**src/rtl/branch_predictor_bimodal_if.sv**
```systemverilog
// ---------------------------------------------------------------------------
// branch_predictor_bimodal_if
// Bundles the fetch, resolve and recovery signals of the bimodal branch
// predictor so the fetch/resolve logic and the predictor share one port.
//
//   stall            fetch->predictor   hold recovery pipeline
//   halted           fetch->predictor   freeze all predictor state
//   fetch_pc         fetch->predictor   PC of instruction in fetch
//   opcode           fetch->predictor   fetch opcode (BT=23, BF=24, JAL=25)
//   branch_target    fetch->predictor   signed offset from fetch_pc
//   predicted_offset predictor->fetch   offset for next fetch
//   predicted_taken  predictor->fetch   taken prediction made
//   resolve_valid    resolve->predictor conditional branch resolved
//   resolve_pc       resolve->predictor PC of the resolved branch
//   resolve_taken    resolve->predictor actual direction
//   guess_wrong      resolve->predictor mispredict reported
//   recover_pc       predictor->resolve alternate PC of the resolving branch
//   recover_valid    predictor->resolve recover_pc belongs to a cond. branch
//
// master: the pipeline side driving fetch/resolve information.
// slave : the predictor itself.
// ---------------------------------------------------------------------------
interface branch_predictor_bimodal_if #(
  parameter int PC_W     = 17,
  parameter int OFFSET_W = 17
);
  logic                       stall;
  logic                       halted;
  logic [PC_W-1:0]            fetch_pc;
  logic [4:0]                 opcode;
  logic signed [OFFSET_W-1:0] branch_target;
  logic signed [OFFSET_W-1:0] predicted_offset;
  logic                       predicted_taken;
  logic                       resolve_valid;
  logic [PC_W-1:0]            resolve_pc;
  logic                       resolve_taken;
  logic                       guess_wrong;
  logic [PC_W-1:0]            recover_pc;
  logic                       recover_valid;

  modport master (
    output stall, halted, fetch_pc, opcode, branch_target,
    output resolve_valid, resolve_pc, resolve_taken, guess_wrong,
    input  predicted_offset, predicted_taken, recover_pc, recover_valid
  );

  modport slave (
    input  stall, halted, fetch_pc, opcode, branch_target,
    input  resolve_valid, resolve_pc, resolve_taken, guess_wrong,
    output predicted_offset, predicted_taken, recover_pc, recover_valid
  );
endinterface

```
**src/rtl/branch_predictor_bimodal.sv**
```systemverilog
// ---------------------------------------------------------------------------
// branch_predictor_bimodal
// Dynamic branch predictor for the fetch stage. A PC-indexed table of 2-bit
// saturating counters predicts BT/BF direction (PRED_MODE=1); PRED_MODE=0
// falls back to static backward-taken/forward-not-taken. The fetch offset is
// produced combinationally; the alternate (not-predicted) PC travels down a
// RECOVER_DEPTH-entry shift register so the resolve stage can redirect in
// one cycle on a mispredict.
//
// Ports:
//   clk    rising-edge clock for all state
//   rst_n  asynchronous active-low reset (counters -> CTR_INIT, recovery
//          pipeline cleared)
//   bus    branch_predictor_bimodal_if.slave, see the interface file for the
//          per-signal description
// ---------------------------------------------------------------------------
module branch_predictor_bimodal #(
  parameter int         PC_W          = 17,
  parameter int         OFFSET_W      = 17,
  parameter int         IDX_W         = 6,
  parameter int         RECOVER_DEPTH = 2,
  parameter int         PRED_MODE     = 1,
  parameter logic [1:0] CTR_INIT      = 2'b01
) (
  input  logic                      clk,
  input  logic                      rst_n,
  branch_predictor_bimodal_if.slave bus
);

  localparam int         DEPTH  = 1 << IDX_W;
  localparam logic [4:0] OP_BT  = 5'd23;
  localparam logic [4:0] OP_BF  = 5'd24;
  localparam logic [4:0] OP_JAL = 5'd25;

  localparam logic signed [OFFSET_W-1:0] OFF_ONE = {{(OFFSET_W-1){1'b0}}, 1'b1};
  localparam logic [PC_W-1:0]            PC_ONE  = {{(PC_W-1){1'b0}}, 1'b1};

  function automatic logic [1:0] sat_inc(input logic [1:0] c);
    return (c == 2'b11) ? c : c + 2'd1;
  endfunction

  function automatic logic [1:0] sat_dec(input logic [1:0] c);
    return (c == 2'b00) ? c : c - 2'd1;
  endfunction

  // Offset sign-extended to cover any PC_W, then truncated to PC_W so the
  // alternate-PC add is modular in the PC width.
  function automatic logic [PC_W-1:0] off_to_pc(input logic signed [OFFSET_W-1:0] off);
    logic [PC_W+OFFSET_W-1:0] wide;
    wide = {{PC_W{off[OFFSET_W-1]}}, off};
    return wide[PC_W-1:0];
  endfunction

  logic [1:0]                ctr_q [DEPTH];
  logic [1:0]                ctr_d [DEPTH];
  logic [PC_W-1:0]           rec_pc_q [RECOVER_DEPTH];
  logic [PC_W-1:0]           rec_pc_d [RECOVER_DEPTH];
  logic [RECOVER_DEPTH-1:0]  rec_vld_q;
  logic [RECOVER_DEPTH-1:0]  rec_vld_d;

  logic [IDX_W-1:0]          fetch_idx;
  logic [IDX_W-1:0]          resolve_idx;
  logic [1:0]                ctr_rd;
  logic                      is_cond;
  logic                      is_jal;
  logic                      cond_dir;
  logic                      pred_taken;
  logic [PC_W-1:0]           alt_pc;
  logic                      advance;
  logic                      ctr_upd;
  logic                      unused_resolve_hi;

  // ---- fetch stage: combinational prediction --------------------------------
  assign fetch_idx   = bus.fetch_pc[IDX_W-1:0];
  assign resolve_idx = bus.resolve_pc[IDX_W-1:0];
  assign unused_resolve_hi = ^bus.resolve_pc;

  // Fetch always sees the registered counter, so a same-cycle update to the
  // same index is not visible until the next cycle.
  assign ctr_rd  = ctr_q[fetch_idx];
  assign is_cond = (bus.opcode == OP_BT) || (bus.opcode == OP_BF);
  assign is_jal  = (bus.opcode == OP_JAL);

  always_comb begin
    cond_dir = 1'b0;
    if (PRED_MODE != 0) begin
      cond_dir = ctr_rd[1];
    end else begin
      cond_dir = bus.branch_target[OFFSET_W-1];
    end
  end

  assign pred_taken = is_jal || (is_cond && cond_dir);

  assign bus.predicted_taken  = pred_taken;
  assign bus.predicted_offset = pred_taken ? bus.branch_target : OFF_ONE;

  // The alternate path is whichever way the prediction did not go.
  assign alt_pc = pred_taken ? (bus.fetch_pc + PC_ONE)
                             : (bus.fetch_pc + off_to_pc(bus.branch_target));

  // ---- recovery pipeline: fetch -> resolve ----------------------------------
  assign advance = !bus.stall && !bus.halted;

  // Index 0 is the head (youngest), RECOVER_DEPTH-1 the tail at resolve. On a
  // mispredict everything still behind the tail is wrong-path, so its valid
  // bit is dropped as it shifts; the new head entry is written regardless.
  always_comb begin
    rec_pc_d  = rec_pc_q;
    rec_vld_d = rec_vld_q;
    if (advance) begin
      rec_pc_d[0]  = alt_pc;
      rec_vld_d[0] = is_cond;
      for (int i = 1; i < RECOVER_DEPTH; i++) begin
        rec_pc_d[i]  = rec_pc_q[i-1];
        rec_vld_d[i] = rec_vld_q[i-1] & ~bus.guess_wrong;
      end
    end
  end

  always_ff @(posedge clk or negedge rst_n) begin
    if (!rst_n) begin
      for (int i = 0; i < RECOVER_DEPTH; i++) begin
        rec_pc_q[i] <= '0;
      end
      rec_vld_q <= '0;
    end else begin
      rec_pc_q  <= rec_pc_d;
      rec_vld_q <= rec_vld_d;
    end
  end

  assign bus.recover_pc    = rec_pc_q[RECOVER_DEPTH-1];
  assign bus.recover_valid = rec_vld_q[RECOVER_DEPTH-1];

  // ---- resolve stage: counter training --------------------------------------
  // Training ignores stall: a resolved branch is architectural fact even when
  // fetch is held. Only halted freezes the table.
  assign ctr_upd = bus.resolve_valid && !bus.halted;

  always_comb begin
    ctr_d = ctr_q;
    if (ctr_upd) begin
      ctr_d[resolve_idx] = bus.resolve_taken ? sat_inc(ctr_q[resolve_idx])
                                             : sat_dec(ctr_q[resolve_idx]);
    end
  end

  always_ff @(posedge clk or negedge rst_n) begin
    if (!rst_n) begin
      for (int i = 0; i < DEPTH; i++) begin
        ctr_q[i] <= CTR_INIT;
      end
    end else begin
      ctr_q <= ctr_d;
    end
  end

endmodule

```
**src/flat_wrapper.sv**
```systemverilog
// flat-port wrapper written by rule: the top's interface ports become plain ports
module branch_predictor_bimodal_flat 
#(
  parameter int         PC_W          = 17,
  parameter int         OFFSET_W      = 17,
  parameter int         IDX_W         = 6,
  parameter int         RECOVER_DEPTH = 2,
  parameter int         PRED_MODE     = 1,
  parameter logic [1:0] CTR_INIT      = 2'b01
)
  (clk, rst_n, bus_stall, bus_halted, bus_fetch_pc, bus_opcode, bus_branch_target, bus_resolve_valid, bus_resolve_pc, bus_resolve_taken, bus_guess_wrong, bus_predicted_offset, bus_predicted_taken, bus_recover_pc, bus_recover_valid);
  branch_predictor_bimodal_if #(.PC_W(PC_W), .OFFSET_W(OFFSET_W)) bus_i ();
  input  logic clk;
  input  logic rst_n;
  input wire logic [$bits(bus_i.stall)-1:0] bus_stall;
  input wire logic [$bits(bus_i.halted)-1:0] bus_halted;
  input wire logic [$bits(bus_i.fetch_pc)-1:0] bus_fetch_pc;
  input wire logic [$bits(bus_i.opcode)-1:0] bus_opcode;
  input wire logic [$bits(bus_i.branch_target)-1:0] bus_branch_target;
  input wire logic [$bits(bus_i.resolve_valid)-1:0] bus_resolve_valid;
  input wire logic [$bits(bus_i.resolve_pc)-1:0] bus_resolve_pc;
  input wire logic [$bits(bus_i.resolve_taken)-1:0] bus_resolve_taken;
  input wire logic [$bits(bus_i.guess_wrong)-1:0] bus_guess_wrong;
  output wire logic [$bits(bus_i.predicted_offset)-1:0] bus_predicted_offset;
  output wire logic [$bits(bus_i.predicted_taken)-1:0] bus_predicted_taken;
  output wire logic [$bits(bus_i.recover_pc)-1:0] bus_recover_pc;
  output wire logic [$bits(bus_i.recover_valid)-1:0] bus_recover_valid;
  assign bus_i.stall = bus_stall;
  assign bus_i.halted = bus_halted;
  assign bus_i.fetch_pc = bus_fetch_pc;
  assign bus_i.opcode = bus_opcode;
  assign bus_i.branch_target = bus_branch_target;
  assign bus_i.resolve_valid = bus_resolve_valid;
  assign bus_i.resolve_pc = bus_resolve_pc;
  assign bus_i.resolve_taken = bus_resolve_taken;
  assign bus_i.guess_wrong = bus_guess_wrong;
  assign bus_predicted_offset = bus_i.predicted_offset;
  assign bus_predicted_taken = bus_i.predicted_taken;
  assign bus_recover_pc = bus_i.recover_pc;
  assign bus_recover_valid = bus_i.recover_valid;
  branch_predictor_bimodal #(.PC_W(PC_W), .OFFSET_W(OFFSET_W), .IDX_W(IDX_W), .RECOVER_DEPTH(RECOVER_DEPTH), .PRED_MODE(PRED_MODE), .CTR_INIT(CTR_INIT)) u_core (.clk(clk), .rst_n(rst_n), .bus(bus_i));
endmodule
```
**config.mk**
```make
export PLATFORM = sky130hd
export DESIGN_NAME = branch_predictor_bimodal_flat
export DESIGN_NICKNAME = d
export VERILOG_FILES = /design/src/rtl/branch_predictor_bimodal_if.sv /design/src/rtl/branch_predictor_bimodal.sv /design/src/flat_wrapper.sv
export SDC_FILE = /design/constraint.sdc
export NUM_CORES = 1
export LEC_CHECK = 0
export CAP_MARGIN = 25
export CELL_PAD_IN_SITES_DETAIL_PLACEMENT = 1
export CELL_PAD_IN_SITES_GLOBAL_PLACEMENT = 2
export CORE_MARGIN = 5
export CORE_UTILIZATION = 46
export DETAILED_ROUTE_END_ITERATION = 12
export DONT_BUFFER_PORTS = 1
export GPL_ROUTABILITY_DRIVEN = 0
export GPL_TIMING_DRIVEN = 1
export HOLD_SLACK_MARGIN = 0.02
export PLACE_DENSITY_LB_ADDON = 0.1
export SETUP_SLACK_MARGIN = 0.02
export SLEW_MARGIN = 40
export SYNTH_ARGS = -nofsm -noshare
export SYNTH_HDL_FRONTEND = slang
export SYNTH_SLANG_ARGS = --single-unit
```
**constraint.sdc**
```tcl
create_clock -name clk -period 10.2 [get_ports clk]
set_input_delay 2.55 -clock clk [delete_from_list [all_inputs] [get_ports clk]]
set_output_delay 2.55 -clock clk [all_outputs]
set_load 0.02 [all_outputs]
```
[Yosys cells after proc, flatten, opt, wreduce, memory -nomap -nowiden]
Index checks and enable logic that the tools add are counted.
Operators by class
  add/subtract/negate cells: 4
  magnitude comparators: 3
  eq/ne operators: 4
  mux-type cells: 14
  bitwise operators: 4
  reductions and logical operators: 9
Operators with widths (count)
  $bwmux W128: 1
  $mux W17: 2
  $bmux W2 S6: 2
  $add A17 B1 Y17 const B: 1
  $add A17 B17 Y17: 1
  $mux W2: 8
  $eq A5 B5 Y1 const B: 3
  $ge A7 B7 Y1 const B: 2
  $not A6 Y7: 2
  $demux W2 S6: 1
  $lt A7 B1 Y1 const B: 1
  $logic_and A1 B1 Y1: 4
  $add A2 B1 Y2 const B: 1
  $eq A2 B2 Y1 const B: 1
  $logic_not A1 Y1: 2
  $logic_not A2 Y1: 1
  $logic_or A1 B1 Y1: 2
  $sub A2 B1 Y2 const B: 1
  $and A1 B1 Y1: 1
  $not A1 Y1: 1
Word-level totals
  bits in registers: 164
  bits of input ports: 63
  output and inout bits: 36
  logic and storage cells: 105

[Depth between registers and ports, before layout]
Gate-level depths: netlist of the first run.
  depth in word-level cells: 8
  depth in mapped cells: 21

[Least setup slack after synthesis of the first run]
Ideal clock, no wire load.
  path type: input to output
  start point: in bus_fetch_pc[0]
  end point: out bus_predicted_offset[10]
  arrival: 4919 ps
  slack: 2731 ps
  stages on the path: 10
  path buffers: 4
  path through: buf_6 -> buf_6 -> mux4_1 -> mux4_2 -> a2111oi_2 -> o21ai_1 -> o211a_1 -> buf_6 -> buf_2 -> and2_1
On the way
  word-level cells in the longest chain between the ends: 7
RTL lines
  from (decl): RTL line flat_wrapper.sv:17  | input wire logic [$bits(bus_i.fetch_pc)-1:0] bus_fetch_pc;
  $not A6 Y7 (implied by the code): RTL line branch_predictor_bimodal.sv:80  | assign ctr_rd = ctr_q[fetch_idx];
  $bmux W2 S6: RTL line branch_predictor_bimodal.sv:80
  $mux W2 (implied by the code) (2 in series): RTL line branch_predictor_bimodal.sv:80
  $logic_and A1 B1 Y1: RTL line branch_predictor_bimodal.sv:93  | assign pred_taken = is_jal || (is_cond && cond_dir);
  $logic_or A1 B1 Y1: RTL line branch_predictor_bimodal.sv:93
  net bus_predicted_taken: RTL line flat_wrapper.sv:25  | output wire logic [$bits(bus_i.predicted_taken)-1:0] bus_predicted_taken;
  $mux W17: RTL line branch_predictor_bimodal.sv:96  | assign bus.predicted_offset = pred_taken ? bus.branch_target : OFF_ONE;
  to (decl): RTL line flat_wrapper.sv:24  | output wire logic [$bits(bus_i.predicted_offset)-1:0] bus_predicted_offset;
The timed path passes the listed nets, and every way through them passes these cells. The select of a mux whose other input is x is not followed.

[Worst setup path after layout of the first run]
  start point: in bus_fetch_pc[0]
  end point: out bus_predicted_offset[12]
The elaborated chain is that of the path after synthesis.

==> results of run 1 <==
## cell usage after synthesis, types with 11 or more instances
master / count
dfstp_2: 64
mux2i_1: 26
nand2_1: 123
and2_1: 22
clkbuf_1: 28
ha_1: 16
a221oi_1: 11
mux4_2: 24
o21ai_0: 22
buf_2: 11
nor2_1: 48
buf_4: 17
inv_1: 11
mux2_2: 138
a21oi_1: 19
nor2b_1: 24
dfrtp_1: 100
nand3_1: 18
## metal layers
metal / track usage / up-vias
li1: - / 2927
met1: 0.288 / 3299
met2: 0.379 / 183
met3: 0.0461 / 32
met4: 0.0759 / 0
met5: 0 / -
## cells by family (layout without fill, tap and decap cells)
group,after synthesis,after routing,share of synthesized area
fa+ha+maj,19,19,0.0256
xor+xnor,11,11,0.0103
simple gates,278,278,0.138
compound gates,97,97,0.0699
flops,164,164,0.445
mux,195,195,0.269
buf+inv,78,49,0.0418
## path summary, 6_finish.rpt
kind                                            startpoint                              endpoint  slack, ns
max                                        bus_fetch_pc[0]              bus_predicted_offset[12]       2.61
min                        u_core.rec_pc_q[23]$_DFFE_PN0P_  u_core.bus.recover_pc[6]$_DFFE_PN0P_       0.47
max reg2reg                  u_core.ctr_q[117]$_DFFE_PN0P_       u_core.rec_pc_q[33]$_DFFE_PN0P_       4.85
min reg2reg                u_core.rec_pc_q[23]$_DFFE_PN0P_  u_core.bus.recover_pc[6]$_DFFE_PN0P_       0.47
max in group asynchronous                            rst_n           u_core.ctr_q[8]$_DFFE_PN1P_       8.07
min in group asynchronous                            rst_n  u_core.bus.recover_pc[2]$_DFFE_PN0P_       1.79
## state kept, by name, summed over array words and instances (netlist names)
| register | count |
|---|---|
| u_core.rec_vld_q | 2 |
| u_core.ctr_q | 128 |
| u_core.rec_pc_q | 17 |
| u_core.bus.recover_pc | 17 |
## worst register-to-register path: stages (launching register included)
cell       delay, ns
dfrtp_1         0.40
mux4_1          0.58
mux4_2          0.50
a2111oi_2       0.37
o21ai_1         0.12
o211a_1         0.31
or2_1           0.29
ha_1            0.21
fa_1            0.42
a21oi_1         0.21
o211ai_1        0.16
o41a_1          0.44
a221oi_1        0.47
o21a_1          0.31
nand4b_1        0.12
mux2_4          0.29
nand3_1         0.08
## power groups by stage
| stage | combinational, mW | clock [mW] | sequential (mW) |
|---|---|---|---|
| floorplan | 0.208 | 0 | 0.765 |
| global placement | 0.189 | 0 | 0.794 |
| detailed placement | 0.199 | 0 | 0.800 |
| CTS | 0.200 | 0.651 | 0.789 |
| global route | 0.220 | 0.682 | 0.796 |
| finish | 0.196 | 0.636 | 0.788 |
## metrics by stage
stage	util	cells	hold slack, ns	cell area, sq um	power [mW]
2_1_floorplan	-	842	0.439	9400	0.973
3_3_place_gp	0.468	1051	0.450	9440	0.983
3_5_place_dp	0.469	1051	0.456	9450	0.999
4_1_cts	0.497	1083	0.476	10000	1.64
5_1_grt	0.497	1083	0.500	10000	1.70
6_report	0.497	1083	0.473	10000	1.62
## cell type report
| type | count | area (sq um) | share of cell area |
|---|---|---|---|
| sequential | 164 | 4180 | 0.417 |
| timing repair buffer | 4 | 30.0 | 0.00300 |
| tap | 270 | 338 | 0.0337 |
| inverter | 13 | 48.8 | 0.00487 |
| clock buffer | 17 | 425 | 0.0424 |
| multi-input combinational | 600 | 4850 | 0.484 |
| clock inverter | 15 | 146 | 0.0146 |
==> impl_metrics.yaml, run 1 <==
critical_path:
  path_class: "input port to primary output"
  cp_slowest_cell: "mux4_1"
  critPathMaxFanout: 22
  cp.required_ns: 7.65
  worstPathArrival_ns: 5.04
  path_cells: "mux4_1 > mux4_2 > a2111oi_2 > o21ai_1 > o211a_1 > buf_4 > and2_1"
  critPathTopFamily: "multiplexers"
  slowest_delay_ns: 0.60
  critPathBufInv: 1
  worstSetupStartpointType: "input port"
  r2r_cells: 16
  crit_cells: 7
  endpoint_kind: "primary output"
die:
  dieHeight_microns: 153
  core_area_sq_mm: 0.0202
  dieArea_sq_mm: 0.0234
  start_util: 0.466
  ios: 99
  die_w_microns: 153
  num_rows: 52
yosys:
  ys_seq_area_frac: 0.445
  synth_cell_types: 62
  postSynthCellCount: 842
  synth_area_sq_mm: 0.00940
  yosys-top-cells-area: "dfrtp_1, dfstp_2, mux2_2"
  synth-main-ff-cell: "dfrtp_1"
  avgSynthCellArea_sq_um: 11.2
  synth-seq-cells: 164
  synth_top_cell_by_area: "dfrtp_1"
  synth_top_area_share: 0.266
  syn_nets: 922
  async_reset_ff_frac: 1.00
  synth_edf_count: 0
  synth_warnings: 0
min_path:
  hold_path_class: "register to register"
  holdPathStages: 2
detailed_routing:
  drtIter0Drc: 377
  dr_wl_met3_microns: 1810
  post_drt_wl_per_cell_microns: 23.6
  drc: 0
  dr_wl_met2_microns: 12800
  num_vias: 6441
  wl_microns: 25600
  vias_per_cell: 5.95
  first_pass_iters: 4
  top_layer_used: "met4"
  wl_met1_microns: 10500
  drtAntennaViolNets: 0
power:
  vdd_ir_drop_max_uv: 114
  seqPwrFrac: 0.486
  pwr-share-comb: 0.121
  p_int_mw: 1.17
  clock_power_share: 0.393
  powerDensity_mw_per_mm2: 162
  p_leak_nw: 4.40
  swShare: 0.280
  switching_power_mw: 0.453
finish:
  fillers: 2205
  final_common_cell: "mux2_2"
  syn2layout_area_growth_pct: 6.66
  fin_nets: 880
  n_antenna_cell: 0
  layout_common_cells: "mux2_2, nand2_1, dfrtp_1"
  drive_above_1_share: 0.336
timing:
  fmax_ghz: 0.132
  skew_ns: 0.0239
  worst_pin_slew_ns: 0.794
  rsz0062_at_grt: "false"
  setup_viol: 0
  finalCritPeriodShare: 0.744
  slew_headroom: 0.465
  layout_setup_ws_ns: 2.61
  hold_viol_final: 0
  fin_crit_ns: 7.59
  maxSlewViolCount: 0
  tns_ns: 0
global_routing:
  grt_pass1_vias: 7067
  grt_pass1_wl_microns: 40900
  antenna_found_initial: 0
  grt.overflow.total: 0
  grt_max_degree: 165
  grtUsageTotal: 0.224
clock_network:
  post_cts_buffers: 0
  clock_sinks: 164
  h-tree-depth: 4
  cts_hold_buf: 0
  numCtsBuffers: 17
  cts_resized: 0
  cts_tree: "built"
  cts.clk_slew.worst_paths_ns: 0.07
  clockBufferDepth: 2
  cts_root_buffer: "clkbuf_16"
  clock_latency_ns: 0.44
placed_design:
  dpl.hpwl_microns: 17600
  post-place-ws_ns: 2.62
  port_buffers: 0
status:
  status: "finished clean"
job:
  cap_viol_max_count: 0
(Power assumes the default switching activity.)
==> run 2: changes to the inputs <==
--- a/config.mk
+++ b/config.mk
@@ -9,7 +9,7 @@
 export CELL_PAD_IN_SITES_DETAIL_PLACEMENT = 1
 export CELL_PAD_IN_SITES_GLOBAL_PLACEMENT = 2
 export CORE_MARGIN = 5
-export CORE_UTILIZATION = 46
+export CORE_UTILIZATION = 43
 export DETAILED_ROUTE_END_ITERATION = 12
 export DONT_BUFFER_PORTS = 1
 export GPL_ROUTABILITY_DRIVEN = 0
==> constraint.sdc (replaced) <==
create_clock -name clk -period 7.7 [get_ports clk]
set_input_delay 1.925 -clock clk [delete_from_list [all_inputs] [get_ports clk]]
set_output_delay 1.925 -clock clk [all_outputs]
set_load 0.02 [all_outputs]
==> run 2 against run 1 <==
  * Clock skew fell by 0.0063 ns
  * Core utilization fell by 3.3 points
  * Clock-buffer cell count rose by 2
  * Combinational power rose by 32%
  * Clock power rose by 37%
  * Register-to-register slack got worse by 2.2 ns
  * Wire length rose by 2.7%
  * Non-clock buffer count did not move
  * Sequential share of layout area fell by 0.13 points
  * Critical path type is now input port to register
==> impl_metrics.yaml, run 2 (synthesis gave the netlist of run 1 again) <==
status:
  status: "finished clean"
detailed_routing:
  drtAntennaViolNets: 0
  wl_microns: 26300
  vias_per_cell: 5.86
  first_pass_iters: 5
  drtIter0Drc: 287
  drc: 0
  num_vias: 6408
  post_drt_wl_per_cell_microns: 24.0
global_routing:
  grtUsageMet1: 0.279
  grt_max_degree: 165
  grtUsageTotal: 0.219
  grt_pass1_wl_microns: 41400
  grt_busiest_layer: "met2"
  gr-usage-met2: 0.370
  grt.overflow.total: 0
  antenna_found_initial: 0
  use_met3: 0.0503
  grt_pass1_vias: 7064
die:
  start_util: 0.433
  dieArea_sq_mm: 0.0249
  die_w_microns: 158
  core_area_sq_mm: 0.0217
  num_rows: 54
  dieHeight_microns: 158
  ios: 99
clock_network:
  cts_tree: "built"
  post_cts_buffers: 0
  h-tree-depth: 4
  numCtsBuffers: 17
  cts.clk_slew.worst_paths_ns: 0.07
  clockBufferDepth: 2
  cts_hold_buf: 0
  cts_root_buffer: "clkbuf_16"
  clock_sinks: 164
  clock_latency_ns: 0.45
  cts_resized: 0
critical_path:
  cp.required_ns: 8.08
  cp_slowest_cell: "mux4_1"
  endpoint_kind: "register"
  critPathMaxFanout: 18
  slowest_delay_ns: 0.59
  worstSetupStartpointType: "input port"
  worstPathArrival_ns: 6.58
  path_class: "input port to register"
  path_cells: "mux4_1 > mux4_2 > a2111oi_2 > o21ai_1 > o211a_1 > or2_1 > ha_1 > fa_1 > a21oi_1 > o211ai_1 > o41a_1 > a221oi_1 > o21a_1 > nand4b_1 > mux2_4 > nand3_1"
timing:
  skew_ns: 0.0175
  tns_ns: 0
  setup_viol: 0
  hold_viol_final: 0
  rsz0062_at_grt: "false"
  fmax_ghz: 0.161
  finalCritPeriodShare: 0.806
  slew_headroom: 0.448
  worst_pin_slew_ns: 0.819
  maxSlewViolCount: 0
  fin_crit_ns: 6.21
job:
  cap_viol_max_count: 0
power:
  p_leak_nw: 4.41
  total_power_mw: 2.17
  powerDensity_mw_per_mm2: 216
  vdd_ir_drop_max_uv: 162
finish:
  fin_nets: 880
  fillers: 2312
  largest_reg_flops: 128
  fin_area_sq_mm: 0.0101
  drive_above_1_share: 0.332
  layout_common_cells: "mux2_2, nand2_1, dfrtp_1"
  final_common_cell: "mux2_2"
  syn2layout_area_growth_pct: 6.99
  n_antenna_cell: 0
  regMostFlops: "u_core.ctr_q"
placed_design:
  port_buffers: 0
  placed_area_sq_mm: 0.00946
  dpl.hpwl_microns: 17700
min_path:
  hold_path_class: "register to register"
## run 2: cell count changes in the layout (fill, tap and decap cells not counted)
| cell | before | now |
|---|---|---|
| inv_8 | 2 | 0 |
| clkbuf_8 | 0 | 1 |
| clkinv_4 | 3 | 4 |
| bufinv_16 | 1 | 2 |
| clkbuf_1 | 0 | 1 |
| clkinv_2 | 2 | 1 |
| clkinvlp_4 | 3 | 2 |
| maj3_1 | 0 | 2 |
| maj3_2 | 2 | 0 |
## run 2: layer usage
metal  wire length [microns]  vias to the layer above  part of all wire
li1                        -                     2920                 -
met1                   11100                     3295              0.42
met2                   13100                      160              0.50
met3                    1530                       33             0.058
met4                     527                        0             0.020
met5                       0                        -                 0
## run 2: through the flow
stage | setup WS, ns | hold WS (ns) | cells | utilization
3_5_place_dp | 0.986 | 0.455 | 1061 | 0.436
4_1_cts | 1.44 | 0.473 | 1093 | 0.464
5_1_grt | 1.18 | 0.491 | 1093 | 0.464
2_1_floorplan | 1.07 | 0.439 | 842 | -
6_report | 1.49 | 0.467 | 1093 | 0.464
3_3_place_gp | 1.03 | 0.448 | 1061 | 0.436
## run 2: path summary, 6_finish.rpt
path                                                  from                                    to  slack, ns  depth (start not counted)
setup / recovery                           bus_fetch_pc[0]       u_core.rec_pc_q[33]$_DFFE_PN0P_       1.49                         16
hold / removal             u_core.rec_pc_q[18]$_DFFE_PN0P_  u_core.bus.recover_pc[1]$_DFFE_PN0P_       0.47                          2
setup reg to reg             u_core.ctr_q[117]$_DFFE_PN0P_       u_core.rec_pc_q[33]$_DFFE_PN0P_       2.62                         16
hold reg to reg            u_core.rec_pc_q[18]$_DFFE_PN0P_  u_core.bus.recover_pc[1]$_DFFE_PN0P_       0.47                          2
max in group asynchronous                            rst_n         u_core.ctr_q[102]$_DFFE_PN1P_       6.17                          0
min in group asynchronous                            rst_n  u_core.bus.recover_pc[0]$_DFFE_PN0P_       1.17                          0
## run 2: critical path: cells and delay by family
kind            cells  cell delay (ns)
fa+ha+maj           2             0.61
simple gates        3             0.42
compound gates      8             2.23
mux                 3             1.37
## run 2: area by class of cell
cell class / instances / area, sq um / area share
Multi-Input combinational cell: 600 / 4850 / 0.482
Sequential cell: 164 / 4180 / 0.416
Clock buffer: 19 / 443 / 0.0440
Tap cell: 280 / 350 / 0.0348
Clock inverter: 13 / 150 / 0.0149
Inverter: 13 / 48.8 / 0.00485
Timing Repair Buffer: 4 / 30.0 / 0.00299
## run 2: report_power, final
| group | internal (mW) | switching (mW) |
|---|---|---|
| logic | 0.124 | 0.135 |
| registers | 0.969 | 0.0736 |
| clock network | 0.492 | 0.382 |
| total | 1.58 | 0.591 |
==> run 3: changes to the inputs <==
--- a/config.mk
+++ b/config.mk
@@ -9,7 +9,7 @@
 export CELL_PAD_IN_SITES_DETAIL_PLACEMENT = 1
 export CELL_PAD_IN_SITES_GLOBAL_PLACEMENT = 2
 export CORE_MARGIN = 5
-export CORE_UTILIZATION = 43
+export CORE_UTILIZATION = 39
 export DETAILED_ROUTE_END_ITERATION = 12
 export DONT_BUFFER_PORTS = 1
 export GPL_ROUTABILITY_DRIVEN = 0
==> constraint.sdc (replaced) <==
create_clock -name clk -period 5.5 [get_ports clk]
set_input_delay 1.375 -clock clk [delete_from_list [all_inputs] [get_ports clk]]
set_output_delay 1.375 -clock clk [all_outputs]
set_load 0.02 [all_outputs]
==> run 3 against run 2 <==
  * First-iteration DRC count grew 33%
  * Largest cell class unchanged
  * Combinational power grew 46%
  * Cell count grew 4.6%
==> impl_metrics.yaml, run 3 (synthesis gave the netlist of run 1 again) <==
status:
  status: "finished clean"
clock_network:
  h-tree-depth: 4
  clock_sinks: 164
  cts_root_buffer: "clkbuf_16"
  clockBufferDepth: 2
  cts_hold_buf: 0
  numCtsBuffers: 17
  cts_resized: 0
  post_cts_buffers: 0
  cts_tree: "built"
  clock_latency_ns: 0.44
  cts.clk_slew.worst_paths_ns: 0.07
power:
  powerDensity_mw_per_mm2: 303
  switching_power_mw: 0.859
  swShare: 0.277
  p_leak_nw: 4.47
  pwr-share-comb: 0.122
  total_power_mw: 3.10
  p_int_mw: 2.24
  seqPwrFrac: 0.472
  clock_power_share: 0.407
  vdd_ir_drop_max_uv: 196
timing:
  setup_viol: 0
  rsz0062_at_grt: "false"
  fmax_ghz: 0.191
  hold_viol_final: 0
  maxSlewViolCount: 0
  fin_crit_ns: 5.25
  finalCritPeriodShare: 0.954
  skew_ns: 0.00906
  slew_headroom: 0.472
  worst_pin_slew_ns: 0.790
die:
  start_util: 0.398
  core_area_sq_mm: 0.0236
  ios: 99
  num_rows: 56
  dieHeight_microns: 165
  dieArea_sq_mm: 0.0273
  die_w_microns: 165
critical_path:
  r2r_cells: 16
  endpoint_kind: "register"
  rr_endpoint: "u_core.rec_pc_q[33]$_DFFE_PN0P_"
  worstSetupStartpointType: "input port"
  r2r_slack_ns: 0.78
  worstPathArrival_ns: 5.63
  endpoint: "u_core.rec_pc_q[33]$_DFFE_PN0P_"
  cp.required_ns: 5.88
  startpoint: "bus_fetch_pc[0]"
  critPathMaxFanout: 18
  reg2reg_from: "u_core.ctr_q[113]$_DFFE_PN0P_"
  path_class: "input port to register"
detailed_routing:
  num_vias: 6450
  post_drt_wl_per_cell_microns: 23.4
  first_pass_iters: 4
  drtAntennaViolNets: 0
  drtIter0Drc: 383
  vias_per_cell: 5.64
  drc: 0
  wl_microns: 26700
global_routing:
  antenna_found_initial: 0
  grt.overflow.total: 0
  grt_pass1_wl_microns: 41700
  grt_pass1_vias: 7059
  grtUsageTotal: 0.201
  grt_max_degree: 165
finish:
  syn2layout_area_growth_pct: 8.71
  regMostFlops: "u_core.ctr_q"
  drive_above_1_share: 0.351
  fin_area_sq_mm: 0.0102
  final_common_cell: "mux2_2"
  layout_common_cells: "mux2_2, nand2_1, dfrtp_1"
  n_antenna_cell: 0
  largest_reg_flops: 128
  fillers: 2573
  fin_nets: 891
placed_design:
  port_buffers: 0
  dpl.hpwl_microns: 18100
  placed_area_sq_mm: 0.00960
min_path:
  hp-start: "u_core.rec_pc_q[22]$_DFFE_PN0P_"
  hold_path_class: "register to register"
job:
  cap_viol_max_count: 0
## run 3: changes by cell type in the layout (fill, tap and decap cells not counted), moves of 2 or more
cell,before,now
o21ai_1,1,3
mux4_1,6,4
o21ai_0,22,20
a21oi_1,19,17
inv_8,0,4
mux4_2,24,26
buf_4,4,15
a21oi_2,0,2
clkinv_4,4,1
clkbuf_16,17,19
## run 3: how the worst min path moves through the flow
stage,end,depth (start not counted)
after floorplan,u_core.bus.recover_pc[0]$_DFFE_PN0P_,2
after global placement,u_core.bus.recover_pc[8]$_DFFE_PN0P_,2
after detailed placement,u_core.bus.recover_pc[5]$_DFFE_PN0P_,2
after CTS,u_core.bus.recover_pc[5]$_DFFE_PN0P_,2
after global routing,u_core.rec_pc_q[18]$_DFFE_PN0P_,2
final,u_core.bus.recover_pc[5]$_DFFE_PN0P_,2
## run 3: layer usage
| layer | routed length, microns | global-route usage | up-vias |
|---|---|---|---|
| met3 | 1450 | 0.0402 | 34 |
| met4 | 534 | 0.0650 | 0 |
| li1 | - | - | 2948 |
| met5 | 0 | 0 | - |
| met1 | 11600 | 0.259 | 3327 |
| met2 | 13100 | 0.339 | 141 |
## run 3: through the flow
stage	utilization	cells	TNS [ns]	setup slack, ns	hold WS, ns
finish	0.433	1143	0	0.251	0.467
global route	0.433	1143	0	0.0525	0.496
CTS	0.432	1142	0	0.152	0.472
detailed placement	0.407	1110	-0.515	-0.298	0.457
global placement	0.406	1110	-0.280	-0.201	0.448
floorplan	-	842	-0.423	-0.343	0.439
## run 3: critical path, stage by stage
cell	delay, ns
mux4_2	0.51
mux4_2	0.49
a2111oi_2	0.33
o21ai_1	0.13
o211a_1	0.15
or2_1	0.22
ha_2	0.21
fa_2	0.41
a21oi_2	0.19
o211ai_1	0.14
o41a_1	0.40
a221oi_2	0.34
o21a_1	0.25
nand4b_1	0.12
mux2_4	0.29
nand3_1	0.08
## run 3: area by class of cell
cell class              count  area, sq um  area share
multi-input cells         600         4860       0.476
flip-flops and latches    164         4180       0.410
clock buffers              20          479      0.0469
well taps                 319          399      0.0391
clock inverters            12          131      0.0129
repair buffers             15          113      0.0110
inverters                  13         48.8     0.00478
## run 3: power groups by stage
| stage | Sequential [mW] | Clock, mW | Combinational, mW |
|---|---|---|---|
| finish | 1.46 | 1.26 | 0.377 |
| global route | 1.48 | 1.33 | 0.420 |
| CTS | 1.46 | 1.28 | 0.382 |
| global placement | 1.47 | 0 | 0.365 |
| detailed placement | 1.48 | 0 | 0.380 |
| floorplan | 1.42 | 0 | 0.391 |
